$ cat src/rtl/alu_pkg.sv
// Shared ALU definitions: opcode classes, multiply opcodes, flag bit positions
// and the skid buffer state encoding.
package alu_pkg;

  localparam logic [2:0] ARITH = 3'b000;
  localparam logic [2:0] LOGIC = 3'b001;
  localparam logic [2:0] SHIFT = 3'b010;
  localparam logic [2:0] LDST  = 3'b011;

  localparam logic [6:0] OP_MULT  = 7'b0000010;
  localparam logic [6:0] OP_MULTU = 7'b0000001;

  localparam int FLAG_Z = 3;
  localparam int FLAG_C = 2;
  localparam int FLAG_O = 1;
  localparam int FLAG_S = 0;

  typedef enum logic [1:0] {
    SKID_EMPTY,
    SKID_FULL1,
    SKID_FULL2
  } skid_state_t;

  function automatic logic is_mult(input logic [6:0] op);
    return (op == OP_MULT) || (op == OP_MULTU);
  endfunction

  // Address generation and undefined classes must not disturb the branch flags.
  function automatic logic class_sets_flags(input logic [2:0] op_class);
    return (op_class == ARITH) || (op_class == LOGIC) || (op_class == SHIFT);
  endfunction

endpackage

$ cat src/rtl/wb_skid_buffer.sv
// Two-entry valid/ready skid buffer; in_ready is a decode of the state register,
// so the producer never sees a combinational path from out_ready.
module wb_skid_buffer
  import alu_pkg::*;
#(
  parameter int W = 38
) (
  input  logic         clk,
  input  logic         rst,
  input  logic         in_valid,
  output logic         in_ready,
  input  logic [W-1:0] in_data,
  output logic         out_valid,
  input  logic         out_ready,
  output logic [W-1:0] out_data
);

  skid_state_t  state;
  skid_state_t  state_next;
  logic [W-1:0] m_data;
  logic [W-1:0] s_data;
  logic         load_m_in;
  logic         load_m_s;
  logic         load_s;
  logic         accept;
  logic         emit;

  assign in_ready  = (state != SKID_FULL2);
  assign out_valid = (state != SKID_EMPTY);
  assign out_data  = m_data;
  assign accept    = in_valid & in_ready;
  assign emit      = out_valid & out_ready;

  always_comb begin
    state_next = state;
    load_m_in  = 1'b0;
    load_m_s   = 1'b0;
    load_s     = 1'b0;
    case (state)
      SKID_EMPTY: begin
        if (accept) begin
          load_m_in  = 1'b1;
          state_next = SKID_FULL1;
        end
      end
      SKID_FULL1: begin
        if (accept && emit) begin
          load_m_in = 1'b1;
        end else if (accept) begin
          load_s     = 1'b1;
          state_next = SKID_FULL2;
        end else if (emit) begin
          state_next = SKID_EMPTY;
        end
      end
      SKID_FULL2: begin
        if (emit) begin
          load_m_s   = 1'b1;
          state_next = SKID_FULL1;
        end
      end
      default: state_next = SKID_EMPTY;
    endcase
  end

  always_ff @(posedge clk) begin
    if (rst) begin
      state  <= SKID_EMPTY;
      m_data <= '0;
      s_data <= '0;
    end else begin
      state <= state_next;
      if (load_m_in) begin
        m_data <= in_data;
      end else if (load_m_s) begin
        m_data <= s_data;
      end
      if (load_s) begin
        s_data <= in_data;
      end else if (load_m_s) begin
        s_data <= '0;
      end
    end
  end

endmodule

$ cat src/rtl/alu_writeback_stage.sv
// Registered stage after the ALU: architectural HI/LO/FLAGS plus a skid-buffered
// writeback path carrying {result, rd, we} to the register file.
module alu_writeback_stage
  import alu_pkg::*;
#(
  parameter int DATA_W = 32,
  parameter int REG_W  = 5,
  parameter int OP_W   = 7
) (
  input  logic              clk,
  input  logic              rst,
  input  logic              in_valid,
  output logic              in_ready,
  input  logic [OP_W-1:0]   in_alu_op,
  input  logic [DATA_W-1:0] in_result,
  input  logic [DATA_W-1:0] in_hi,
  input  logic [DATA_W-1:0] in_lo,
  input  logic              in_zf,
  input  logic              in_cf,
  input  logic              in_of,
  input  logic              in_sf,
  input  logic [REG_W-1:0]  in_rd,
  input  logic              in_we,
  output logic              out_valid,
  input  logic              out_ready,
  output logic [DATA_W-1:0] out_result,
  output logic [REG_W-1:0]  out_rd,
  output logic              out_we,
  output logic [DATA_W-1:0] hi_reg,
  output logic [DATA_W-1:0] lo_reg,
  output logic [3:0]        flags
);

  localparam int PAY_W = DATA_W + REG_W + 1;

  logic             accept;
  logic             mult_op;
  logic             flags_op;
  logic             m_we;
  logic [PAY_W-1:0] pay_in;
  logic [PAY_W-1:0] pay_out;

  assign accept   = in_valid & in_ready;
  assign mult_op  = is_mult(in_alu_op);
  assign flags_op = class_sets_flags(in_alu_op[OP_W-1 -: 3]);

  // Multiplies only target HI/LO, but still travel the queue to keep ordering.
  assign pay_in = {in_result, in_rd, in_we & ~mult_op};

  wb_skid_buffer #(
    .W(PAY_W)
  ) u_skid (
    .clk      (clk),
    .rst      (rst),
    .in_valid (in_valid),
    .in_ready (in_ready),
    .in_data  (pay_in),
    .out_valid(out_valid),
    .out_ready(out_ready),
    .out_data (pay_out)
  );

  assign {out_result, out_rd, m_we} = pay_out;
  assign out_we = m_we & out_valid;

  always_ff @(posedge clk) begin
    if (rst) begin
      hi_reg <= '0;
      lo_reg <= '0;
      flags  <= '0;
    end else if (accept) begin
      if (mult_op) begin
        hi_reg <= in_hi;
        lo_reg <= in_lo;
      end
      if (flags_op) begin
        flags[FLAG_Z] <= in_zf;
        flags[FLAG_C] <= in_cf;
        flags[FLAG_O] <= in_of;
        flags[FLAG_S] <= in_sf;
      end
    end
  end

endmodule

$ cat config.mk
export PLATFORM = sky130hd
export DESIGN_NAME = alu_writeback_stage
export DESIGN_NICKNAME = d
export VERILOG_FILES = /design/src/rtl/alu_pkg.sv /design/src/rtl/wb_skid_buffer.sv /design/src/rtl/alu_writeback_stage.sv
export SDC_FILE = /design/constraint.sdc
export NUM_CORES = 1
export LEC_CHECK = 0
export BUFFER_PORTS_ARGS = -buffer_cell sky130_fd_sc_hd__buf_2
export CAP_MARGIN = 10
export CORE_MARGIN = 3
export CORE_UTILIZATION = 41
export DETAILED_ROUTE_END_ITERATION = 10
export PLACE_DENSITY = 0.71
export SETUP_SLACK_MARGIN = 0.1
export SLEW_MARGIN = 10
export SYNTH_ARGS = -nofsm -noshare
export SYNTH_HDL_FRONTEND = slang
export SYNTH_SLANG_ARGS = --single-unit
$ cat constraint.sdc
create_clock -name clk -period 1.7 [get_ports clk]
set_clock_uncertainty 0.15 [all_clocks]
set_input_delay 0 -clock clk [delete_from_list [all_inputs] [get_ports clk]]
set_output_delay 0 -clock clk [all_outputs]
set_load 0.05 [all_outputs]
---- After elaboration in Yosys (flattened, before gate mapping) ----
Cells that the tools add are included.
W data, S select, Z words.
storage, ports and cells
  register bits after elaboration ......... 146
  bits of input ports ..................... 117
  output and inout bits ................... 108
  word-level logic and storage cells ...... 51
cells by class
  eq/ne operators ......................... 11
  mux-type cells .......................... 17
  bitwise logic cells ..................... 5
  reductions and logical operators ........ 12
operators with widths
  operator              count
  $mux W38              4
  $mux W2               5
  $eq A7 B1 Y1 const B  1
  $eq A7 B2 Y1 const B  1
  $mux W1               6
  $pmux W2 S3           1
  $reduce_bool A2 Y1    3
  $and A1 B1 Y1         4
  $ne A2 B1 Y1 const B  2
  $ne A2 B2 Y1 const B  2
  $reduce_and A2 Y1     2
  $reduce_and A4 Y1     1
  $eq A3 B1 Y1 const B  1
  $eq A3 B2 Y1 const B  1
  $logic_not A3 Y1      1
  $logic_or A1 B1 Y1    3
  $ne A3 B1 Y1 const B  1
  $eq A2 B1 Y1 const B  1
  $eq A2 B2 Y1 const B  1
  $logic_not A2 Y1      1
  $pmux W1 S2           1
  $logic_and A1 B1 Y1   1
  $not A1 Y1            1

---- Logic depth before layout (Yosys ltp) ----
  depth after elaboration ................. 6
  mapped depth ............................ 7

---- Hierarchy ----
A second synthesis with hierarchy kept.
second synthesis, totals
  cells, all modules ...................... 542
  area, all modules ....................... 6049.6 sq um
by module, submodules not included
  module               instances  cells an instance  area an instance (sq um)
  alu_writeback_stage  1          303                3133.0
  wb_skid_buffer       1          239                2916.5

---- Least setup slack after synthesis ----
No wires, ideal clock.
  path type ............................... reg-to-reg
  start ................................... reg u_skid.state[0]
  end ..................................... reg hi_reg[0]
  setup time .............................. 72 ps
  data arrival time ....................... 1478 ps
  path slack .............................. 1 ps
  cell stages (with the launch flop) ...... 7
  buffers on the path ..................... 1
  clock period less this slack ............ 1699 ps
  cell sequence ........................... dfxtp_1 -> nor2_1 -> inv_2 -> nand2_1 -> nor2_4 -> buf_6 -> mux2i_1
between the ends
  longest elaborated chain between the ends .. 3
ends and longest elaborated chain
  what                         line                       RTL
  start: declaration           wb_skid_buffer.sv:18       skid_state_t state;
  start signal: assignment     wb_skid_buffer.sv:72       state <= state_next;
  $ne A2 B2 Y1                 wb_skid_buffer.sv:28       assign in_ready = (state != SKID_FULL2);
  via in_ready                 alu_writeback_stage.sv:13  output logic in_ready,
  $and A1 B1 Y1                alu_writeback_stage.sv:43  assign accept = in_valid & in_ready;
  $reduce_and A2 Y1 (no line)  -
  end signal: assignment       alu_writeback_stage.sv:73  hi_reg <= in_hi;
  end: declaration             alu_writeback_stage.sv:29  output logic [DATA_W-1:0] hi_reg,
The timed path passes the listed nets, and every way through them passes these cells.
A chain may end at the register's enable or synchronous reset.

---- Worst setup path in the final report ----
  start ................................... reg u_skid.state[1]
  end ..................................... reg u_skid.m_data[28], in the netlist u_skid.out_data[28]
between the ends
  longest elaborated chain between the ends .. 6
  elaborated cells between the ends (all ways) .. 15
  those cells by class .................... eq/ne (3); mux (6); bitwise (2); reduce/logical (4)
ends and longest elaborated chain
  what                                                line                                        RTL
  $ne A2 B2 Y1 or $reduce_bool A2 Y1 (tied branches)  wb_skid_buffer.sv:28, wb_skid_buffer.sv:29
  $and A1 B1 Y1 (on tied branches)                    wb_skid_buffer.sv:31, wb_skid_buffer.sv:32
  $logic_and A1 B1 Y1                                 wb_skid_buffer.sv:47                        if (accept && emit) begin
  $mux W1                                             wb_skid_buffer.sv:47
  $pmux W1 S2                                         wb_skid_buffer.sv:39                        case (state)
  $mux W38 or $reduce_bool A2 Y1 (tied branches)      -
  end signal: assignment                              wb_skid_buffer.sv:74                        m_data <= in_data;
  end signal: assignment                              wb_skid_buffer.sv:76                        m_data <= s_data;
  end: declaration                                    wb_skid_buffer.sv:20                        logic [W-1:0] m_data;
Parallel ways exist; a longest one is shown, timed or not.

==> qor.yml <==
status: "finished clean"
clock_path_buffers: 2
grt_max_degree: 80
max-slew-margin-rel_pct: 73.49
cts-htree-levels: 4
p_per_area_nw_per_um2: 888.4
fp-row-count: 45
max_slew.worst_pin.slew_ps: 397.6
synth_flop_cell: "dfxtp_1"
drt_iter0_drc: 275
via_per_inst: 4.761
core_area_um2: 15310
final.min_clock_period_ps: 1596
synth_top_family_by_area: "simple AND/OR/NAND/NOR gates"
drv_cap: 0
place.gp.congestion: 0.7405
period_share_pct: 93.91
yosysTopAreaCell: "dfxtp_1"
die_y_um: 131.8
synth_fp_nets: 808
drive_above_1_share_pct: 32.51
dieArea_um2: 17370
syn_area_um2: 6487
synth_top_area_share_pct: 45.05
arrival_ps: 1770
critPathLaunchType: "flop"
synth_area_leaders: "dfxtp_1, nand2b_1, mux2i_1"
synth_cells: 691
drc: 0
timing.setup.tns_ps: 0
cts_tree: "yes"
grt_setup_unrepaired: "yes"
setup_viol: 0
port_buffers: 224
nNetsFinal: 1113
start_util_pct: 42.36
synth_compound_area_share_pct: 12.21
track_usage_pct: 20.77
hpwl_um: 10660
worstPathMaxFanout: 8
ys_warn_count: 0
grt_pass1_wl_um: 29360
leakagePower_nw: 4.038
post_synth_num_cell_types: 31
final_core_util_pct: 62.79
grt_pass1_vias: 5806
ant_nets: 0
synth-seq-area-share_pct: 45.05
dr_total_vias: 5813
crit_type: "flop to flop"
synth_edf_count: 0
totalWireLength_um: 18500
cp-end-kind: "flop"
hold_viol_final: 0
wl_per_cell_um: 15.15
crit_required_ps: 1870
clk-insertion-delay-late_ps: 420
vdd_ir_drop_max_mv: 0.6709
drt_first_pass_iters: 4
cts.sinks: 146
nFillCells: 1193
hold_class: "input port to flop"
synth_xor_xnor_area_share_pct: 0.1350
numCtsBuffers: 17
overflow: 0
clk_pin_slew_ps: 60
synthAdderAreaFrac_pct: 0
drv_slew: 0
fmax_ghz: 0.6264
async_flop_share_pct: 0
io_pins: 225
antenna_found_initial: 1
synth_mux_area_share_pct: 10.49
whs_ps: 55.01
yosys.area_share.simple_pct: 23.09
die_x_um: 131.8
avgSynthCellArea_um2: 9.389
syn_to_final_growth_pct: 48.22
synth_seq_cells: 146
multi_input_area_um2: 3033
root_buffer: "clkbuf_16"
regArea_um2: 2925
==> cell families (layout without fill, tap and decap cells) <==
| logic type | Yosys count | count (layout) |
|---|---|---|
| AND/OR/NAND/NOR | 301 | 301 |
| flip-flops | 146 | 146 |
| buffers and inverters | 91 | 409 |
| AO/OA/AOI/OAI | 84 | 84 |
| multiplexers | 68 | 68 |
| XOR/XNOR | 1 | 1 |
| other | 0 | 1 |
==> cells in the mapped netlist, types with 3 or more instances <==
library cell    n
buf_4          45
nor2_1         83
nand2b_1      128
buf_6           8
nand3_1         3
a22oi_1        37
a311oi_2       20
buf_2          12
dfxtp_1       146
nand2_1        76
clkbuf_1       23
a311oi_1       17
mux2i_1        68
a21oi_1         5
==> layout by cell type (no fill, tap or decap), types with 2 or more instances in the layout <==
cell | Yosys | layout
nand2_1 | 76 | 74
clkbuf_16 | 0 | 20
nand2b_1 | 128 | 128
a21oi_1 | 5 | 5
inv_6 | 0 | 2
a22oi_1 | 37 | 37
dfxtp_2 | 0 | 2
clkinv_2 | 0 | 3
buf_4 | 45 | 14
clkbuf_8 | 0 | 3
buf_12 | 0 | 14
a311oi_2 | 20 | 24
dlygate4sd3_1 | 0 | 117
a32oi_1 | 2 | 2
mux2i_1 | 68 | 67
dfxtp_1 | 146 | 144
a311oi_1 | 17 | 13
nor3_1 | 2 | 2
buf_16 | 0 | 2
nand2_2 | 1 | 3
buf_6 | 8 | 2
nor2_4 | 1 | 2
clkinvlp_4 | 0 | 4
nand3_1 | 3 | 3
nor2_1 | 83 | 81
buf_2 | 12 | 222
clkinv_4 | 0 | 2
==> final timing paths <==
path / from / end / slack [ps] / depth (start not counted)
worst min-delay path: in_alu_op[3] / lo_reg[11] / 60 / 6
worst max register to register: u_skid.state[1] / u_skid.out_data[28] / 100 / 5
worst min register to register: lo_reg[13] / lo_reg[13] / 320 / 2
worst max-delay path: u_skid.state[1] / u_skid.out_data[28] / 100 / 5
==> repair_timing <==
item | in CTS | in global routing
buffers inserted | 1 | 5
cloned | 1 | 3
hold buffers | 118 | 0
setup endpoints to repair | 5 | 36
hold endpoints to repair | 146 | 0
resized for setup | 5 | 14
pin swaps | 0 | 1
==> worst max-delay path: stages (launching register included) <==
cell and delay, ps:
dfxtp_2 340, and2b_2 270, and2_4 240, buf_6 160, nand2_1 80, a311oi_2 260
==> power by group <==
group / internal [mW] / switching (mW) / total (mW)
Combinational: 0.652 / 0.833 / 1.48
Clock: 1.99 / 1.47 / 3.46
Sequential: 3.54 / 0.0624 / 3.60
Total: 6.18 / 2.37 / 8.54
==> through the flow <==
step	setup WS, ps	total power [mW]	instance area [µm²]	std cells
CTS	112.8	8.561	9434	1212
detailed placement	69.46	4.866	7659	1060
finish	103.5	8.543	9615	1221
global route	34.63	8.887	9615	1221
floorplan	103.2	4.584	6492	691
global placement	165.0	4.852	7659	1060
==> metal layers <==
layer	vias to the layer above	global-route usage [%]	routed length, µm
li1	2901	-	-
met1	2680	24.07	7654
met2	209	35.99	9213
met3	23	6.985	1374
met4	0	7.176	255
met5	-	0	0
==> final cells by class <==
class / instances / area share (%)
Multi-Input combinational cell: 454 / 31.54
Sequential cell: 146 / 30.42
Timing Repair Buffer: 375 / 29.46
Clock buffer: 21 / 4.893
Tap cell: 211 / 2.746
Clock inverter: 11 / 0.8328
Inverter: 2 / 0.07807
Antenna cell: 1 / 0.02602
(Power assumes the default switching activity.)
